[src/rtl/olivia_fetch_unit.sv]
// -----------------------------------------------------------------------------
// olivia_fetch_unit
//
// Instruction-fetch stage for the Olivia LEGv8 core. Owns the PC, issues one
// request at a time to a synchronous instruction memory (one-cycle response
// latency), buffers returned instructions together with their PCs in a small
// prefetch FIFO and hands them to decode over a valid/ready handshake. A branch
// redirect flushes the FIFO, discards any response returning in the same cycle
// and restarts fetch at the redirect target.
//
// Ports
//   clk, rst          : clock (rising edge), asynchronous active-high reset
//   imem_req_valid    : fetch request to instruction memory
//   imem_req_ready    : memory accepts the request this cycle
//   imem_req_addr     : fetch address (current PC)
//   imem_rsp_valid    : response for the request accepted on the previous edge
//   imem_rsp_data     : fetched instruction word
//   redirect_valid    : taken branch/jump; flush and refetch
//   redirect_target   : new PC
//   inst_valid        : instruction available to decode
//   inst_ready        : decode accepts the instruction
//   inst_data         : instruction at FIFO head (0 when inst_valid is low)
//   inst_pc           : address of inst_data (0 when inst_valid is low)
//   fifo_count        : number of buffered instructions
// -----------------------------------------------------------------------------
module olivia_fetch_unit #(
  parameter int unsigned            ADDR_WIDTH = 64,
  parameter int unsigned            INST_WIDTH = 32,
  parameter int unsigned            FIFO_DEPTH = 4,
  parameter logic [ADDR_WIDTH-1:0]  RESET_PC   = '0,
  parameter logic [ADDR_WIDTH-1:0]  PC_STEP    = ADDR_WIDTH'(4)
) (
  input  logic                          clk,
  input  logic                          rst,
  output logic                          imem_req_valid,
  input  logic                          imem_req_ready,
  output logic [ADDR_WIDTH-1:0]         imem_req_addr,
  input  logic                          imem_rsp_valid,
  input  logic [INST_WIDTH-1:0]         imem_rsp_data,
  input  logic                          redirect_valid,
  input  logic [ADDR_WIDTH-1:0]         redirect_target,
  output logic                          inst_valid,
  input  logic                          inst_ready,
  output logic [INST_WIDTH-1:0]         inst_data,
  output logic [ADDR_WIDTH-1:0]         inst_pc,
  output logic [$clog2(FIFO_DEPTH):0]   fifo_count
);

  localparam int unsigned PTR_W = $clog2(FIFO_DEPTH);
  localparam int unsigned CNT_W = PTR_W + 1;

  // Control state (asynchronously reset)
  logic [ADDR_WIDTH-1:0] pc_q, pc_d;
  logic                  inflight_q, inflight_d;
  logic [PTR_W-1:0]      wr_ptr_q, wr_ptr_d;
  logic [PTR_W-1:0]      rd_ptr_q, rd_ptr_d;
  logic [CNT_W-1:0]      count_q, count_d;

  // Data state (no reset; qualified by the control state above)
  logic [ADDR_WIDTH-1:0] req_pc_q, req_pc_d;
  logic [INST_WIDTH-1:0] data_mem_q [FIFO_DEPTH];
  logic [INST_WIDTH-1:0] data_mem_d [FIFO_DEPTH];
  logic [ADDR_WIDTH-1:0] pc_mem_q   [FIFO_DEPTH];
  logic [ADDR_WIDTH-1:0] pc_mem_d   [FIFO_DEPTH];

  logic [CNT_W:0]        occupancy;
  logic                  req_fire;
  logic                  push;
  logic                  pop;

  // ---------------------------------------------------------------------------
  // Request side: issue, PC update, in-flight tracking
  // ---------------------------------------------------------------------------
  always_comb begin
    // Occupancy counts the outstanding request as a reserved slot and ignores
    // a same-cycle pop, so a response always finds room in the FIFO. This also
    // keeps inst_ready out of the request path.
    occupancy      = {1'b0, count_q} + (CNT_W + 1)'(inflight_q);
    imem_req_valid = !rst && !redirect_valid &&
                     (occupancy < (CNT_W + 1)'(FIFO_DEPTH));
    imem_req_addr  = pc_q;
    req_fire       = imem_req_valid && imem_req_ready;

    pc_d = pc_q;
    if (redirect_valid) begin
      pc_d = redirect_target;
    end else if (req_fire) begin
      pc_d = pc_q + PC_STEP;
    end

    inflight_d = req_fire;
    req_pc_d   = req_fire ? pc_q : req_pc_q;
  end

  // ---------------------------------------------------------------------------
  // Prefetch FIFO: push on response, pop on decode handshake, flush on redirect
  // ---------------------------------------------------------------------------
  always_comb begin
    // A response only belongs to us if a request was accepted on the previous
    // edge; a response racing a redirect is stale and dropped.
    push       = imem_rsp_valid && inflight_q && !redirect_valid;
    inst_valid = (count_q != '0) && !redirect_valid;
    pop        = inst_valid && inst_ready;

    inst_data  = inst_valid ? data_mem_q[rd_ptr_q] : '0;
    inst_pc    = inst_valid ? pc_mem_q[rd_ptr_q]   : '0;
    fifo_count = count_q;

    data_mem_d = data_mem_q;
    pc_mem_d   = pc_mem_q;
    if (push) begin
      data_mem_d[wr_ptr_q] = imem_rsp_data;
      pc_mem_d[wr_ptr_q]   = req_pc_q;
    end

    wr_ptr_d = wr_ptr_q;
    rd_ptr_d = rd_ptr_q;
    count_d  = count_q;
    if (redirect_valid) begin
      wr_ptr_d = '0;
      rd_ptr_d = '0;
      count_d  = '0;
    end else begin
      // Depth is a power of two, so the pointers wrap naturally.
      if (push) begin
        wr_ptr_d = wr_ptr_q + PTR_W'(1);
      end
      if (pop) begin
        rd_ptr_d = rd_ptr_q + PTR_W'(1);
      end
      if (push && !pop) begin
        count_d = count_q + CNT_W'(1);
      end else if (pop && !push) begin
        count_d = count_q - CNT_W'(1);
      end
    end
  end

  // ---------------------------------------------------------------------------
  // Registers
  // ---------------------------------------------------------------------------
  always_ff @(posedge clk or posedge rst) begin
    if (rst) begin
      pc_q       <= RESET_PC;
      inflight_q <= 1'b0;
      wr_ptr_q   <= '0;
      rd_ptr_q   <= '0;
      count_q    <= '0;
    end else begin
      pc_q       <= pc_d;
      inflight_q <= inflight_d;
      wr_ptr_q   <= wr_ptr_d;
      rd_ptr_q   <= rd_ptr_d;
      count_q    <= count_d;
    end
  end

  always_ff @(posedge clk) begin
    req_pc_q   <= req_pc_d;
    data_mem_q <= data_mem_d;
    pc_mem_q   <= pc_mem_d;
  end

endmodule

[config.mk]
export PLATFORM = sky130hd
export DESIGN_NAME = olivia_fetch_unit
export DESIGN_NICKNAME = d
export VERILOG_FILES = /design/src/rtl/olivia_fetch_unit.sv
export SDC_FILE = /design/constraint.sdc
export NUM_CORES = 1
export LEC_CHECK = 0
export BUFFER_PORTS_ARGS = -buffer_cell sky130_fd_sc_hd__buf_2
export CAP_MARGIN = 20
export CORE_MARGIN = 2
export CORE_UTILIZATION = 62
export DETAILED_ROUTE_END_ITERATION = 7
export GPL_ROUTABILITY_DRIVEN = 0
export MAX_ROUTING_LAYER = met4
export PLACE_DENSITY_LB_ADDON = 0.08
export SLEW_MARGIN = 20
export SYNTH_ARGS = -nofsm -noshare
export SYNTH_HDL_FRONTEND = slang
export SYNTH_SLANG_ARGS = --single-unit
[constraint.sdc]
create_clock -name clk -period 10.92 [get_ports clk]
set_clock_uncertainty 0.2 [all_clocks]
set_input_delay 1.638 -clock clk [delete_from_list [all_inputs] [get_ports clk]]
set_output_delay 1.638 -clock clk [all_outputs]
set_load 0.01 [all_outputs]
==> results_dict.tcl <==
set metrics [dict create \
    first_pass_iters 7 \
    clk_latency_ns 0.56 \
    synth_common_cells "edfxtp_1 (448), and2_1 (102), mux4_2 (96)" \
    met1_usage_pct 38.31 \
    dieWidth_um 185.7 \
    post_cts_resized 0 \
    rows 66 \
    detail-route-antenna-nets 0 \
    ys_ff_latch 520 \
    worst_pin_slew_ns 1.100 \
    status "completed" \
    finalCritPeriodShare_pct 45.25 \
    viasPerCell 6.031 \
    final_cell_area_sq_um 23980 \
    syn_nets 1249 \
    cts_tree "built" \
    vias 11470 \
    cts.clk_slew.worst_paths_ns 0.06 \
    cts_root_buf "clkbuf_16" \
    cts_max_level 2 \
    slew-limit-headroom_pct 26.67 \
    peakVddDrop_v 0.0001295 \
    grt_usage_pct 26.92 \
    finalWirelength_um 44240 \
    rsz0062_at_grt "false" \
    synth_flop_cell "edfxtp_1" \
    drt_iter0_drc 1053 \
    grt.met2_usage_pct 41.59 \
    synth_area_leader_cell "edfxtp_1" \
    core_area_sq_um 32540 \
    layout.nets 1529 \
    io_pins 267 \
    die_h_um 185.7 \
    synth-async-reset-ratio_pct 13.85 \
    finalSetupViolCount 0 \
    max_freq_mhz 202.4 \
    drive_gt1_share_pct 32.63 \
    area_delta_synth_final_pct 17.09 \
    drc 0 \
    yosys.area.top_type_share_pct 65.69 \
    finalHoldViolations 0 \
    required_ns 9.08 \
    grt_pass1_wl_um 66610 \
    total_leakage_power_nw 8.512 \
    cts_sinks 520 \
    final-max-slew-violation-count 0 \
    crit_fanout 38 \
    powerDensity_nw_per_um2 179.5 \
    ctsLongestPathBuffers 3 \
    finalWorstPathRequiredPeriod_ns 4.942 \
    critPathLaunchType "register" \
    syn_avg_cell_area_sq_um 17.95 \
    post_drt_wl_per_cell_um 23.26 \
    place_area_sq_um 22290 \
    synth_area_leaders "edfxtp_1 (66%), mux4_2 (11%), dfrtp_1 (8.8%), and2_1 (3.1%), nand2_1 (1.4%)" \
    synth-edff-count 448 \
    endpoint_kind "primary output" \
    dp_hpwl_um 26880 \
    finalNonFillerCells 1902 \
    synth_area_sq_um 20480 \
    synth_cell_types 52 \
    worstHoldPathType "reg2reg" \
    tns_ns 0 \
    busiest_layer "met2" \
    holdBufCountCts 0 \
    arrival_ns 3.10 \
    dieArea_sq_um 34500 \
    syn_inst 1141 \
    ys.warnings.count 0 \
    grt_util_met3_pct 3.796 \
    start_util_pct 62.94 \
    postCtsSetupBuffers 0 \
    gr-total-overflow 0 \
    antenna_found_initial 1 \
    crit_type "reg2out" \
    yosysSeqAreaShare_pct 74.49 \
    grt_max_degree 101 \
    dp.cells 1811 \
    drv_cap 0 \
    numCtsBuffers 50 \
    placement.io_buffers 266 \
    grt_pass1_vias 11530 \
    yosysMostFrequentCell "edfxtp_1" \
]
-- sequential cells by signal, summed over array words and instances (netlist names) --
name / count
data_mem_q: 128
fifo_count: 3
imem_req_addr: 64
inflight_q: 1
pc_mem_q: 256
rd_ptr_q: 2
req_pc_q: 64
wr_ptr_q: 2
-- worst max-delay path, stage by stage (launching register included) --
cell     delay, ns
dfrtp_4       0.80
buf_4         0.70
mux4_2        0.65
and2_1        0.18
buf_2         0.14
-- cell type report --
type | instances | area (sq um)
clock inverter | 22 | 242.7
fill | 2085 | 8556
antenna | 1 | 2.502
timing repair buffer | 280 | 1443
tap | 442 | 553.0
inverter | 18 | 70.07
multi-input combinational | 551 | 4965
sequential | 520 | 15260
clock buffer | 68 | 1443
-- cells by family (layout without fill, tap and decap cells) --
kind of cell               count (synthesis)  in the layout  synth area share (%)
adders and majority gates                  6              6                0.4032
DFF                                      520            520                 74.49
xor gates and xnor gates                  33             33                 1.411
buffers and inverters                     70            388                 1.356
other                                      0              1                     0
and+or+nand+nor                          316            316                 8.333
muxes                                    103            103                 10.94
AOI/OAI and AO/OA                         93             93                 3.073
-- cells in the final DEF (no fill, tap or decap), drive strengths merged, types with 16 or more instances in the layout --
cell type | netlist | routed
o21ai | 38 | 38
nand3 | 34 | 34
xnor2 | 25 | 25
nor2 | 29 | 29
mux4 | 96 | 96
clkbuf | 39 | 68
nand2 | 79 | 79
inv | 17 | 16
nor3 | 17 | 17
edfxtp | 448 | 448
buf | 13 | 280
dfrtp | 72 | 72
and2 | 102 | 102
-- per-layer routing --
metal	part of all wire (%)	vias to the layer above	routed length, um
li1	-	5056	-
met1	42	5857	18490
met2	49	478	21630
met3	6.9	80	3071
met4	2.4	0	1051
met5	0	-	0
-- per-stage QoR --
step                      power [mW]  hold slack (ns)  utilization [%]  worst slack, ns
final                          4.304           0.2783            73.70            5.978
after floorplan                2.464           0.2587                -            5.651
after CTS                      4.337           0.2777            73.68            5.866
after detailed placement       2.607           0.2644            68.50            5.876
after global placement         2.601           0.2592            68.50            5.938
after global routing           4.442           0.2888            73.70            5.723
-- where the power goes --
part	switching (mW)	leakage (nW)	internal, mW
Combinational	0.157	2.77	0.138
Sequential	0.0693	4.93	2.20
Clock	0.700	0.817	1.04
-- worst paths after layout --
check | to | cells past startpoint | startpoint | slack [ns]
worst max-delay path | inst_pc[52] | 4 | rd_ptr_q[0] | 5.98
worst min-delay path | req_pc_q[1] | 0 | imem_req_addr[1] | 0.28
worst max register to register | imem_req_addr[8] | 7 | fifo_count[2] | 7.29
worst min register to register | req_pc_q[1] | 0 | imem_req_addr[1] | 0.28
max in group asynchronous | rd_ptr_q[0] | 3 | rst | 8.83
min in group asynchronous | imem_req_addr[50] | 3 | rst | 1.11
(Power assumes the default switching activity.)
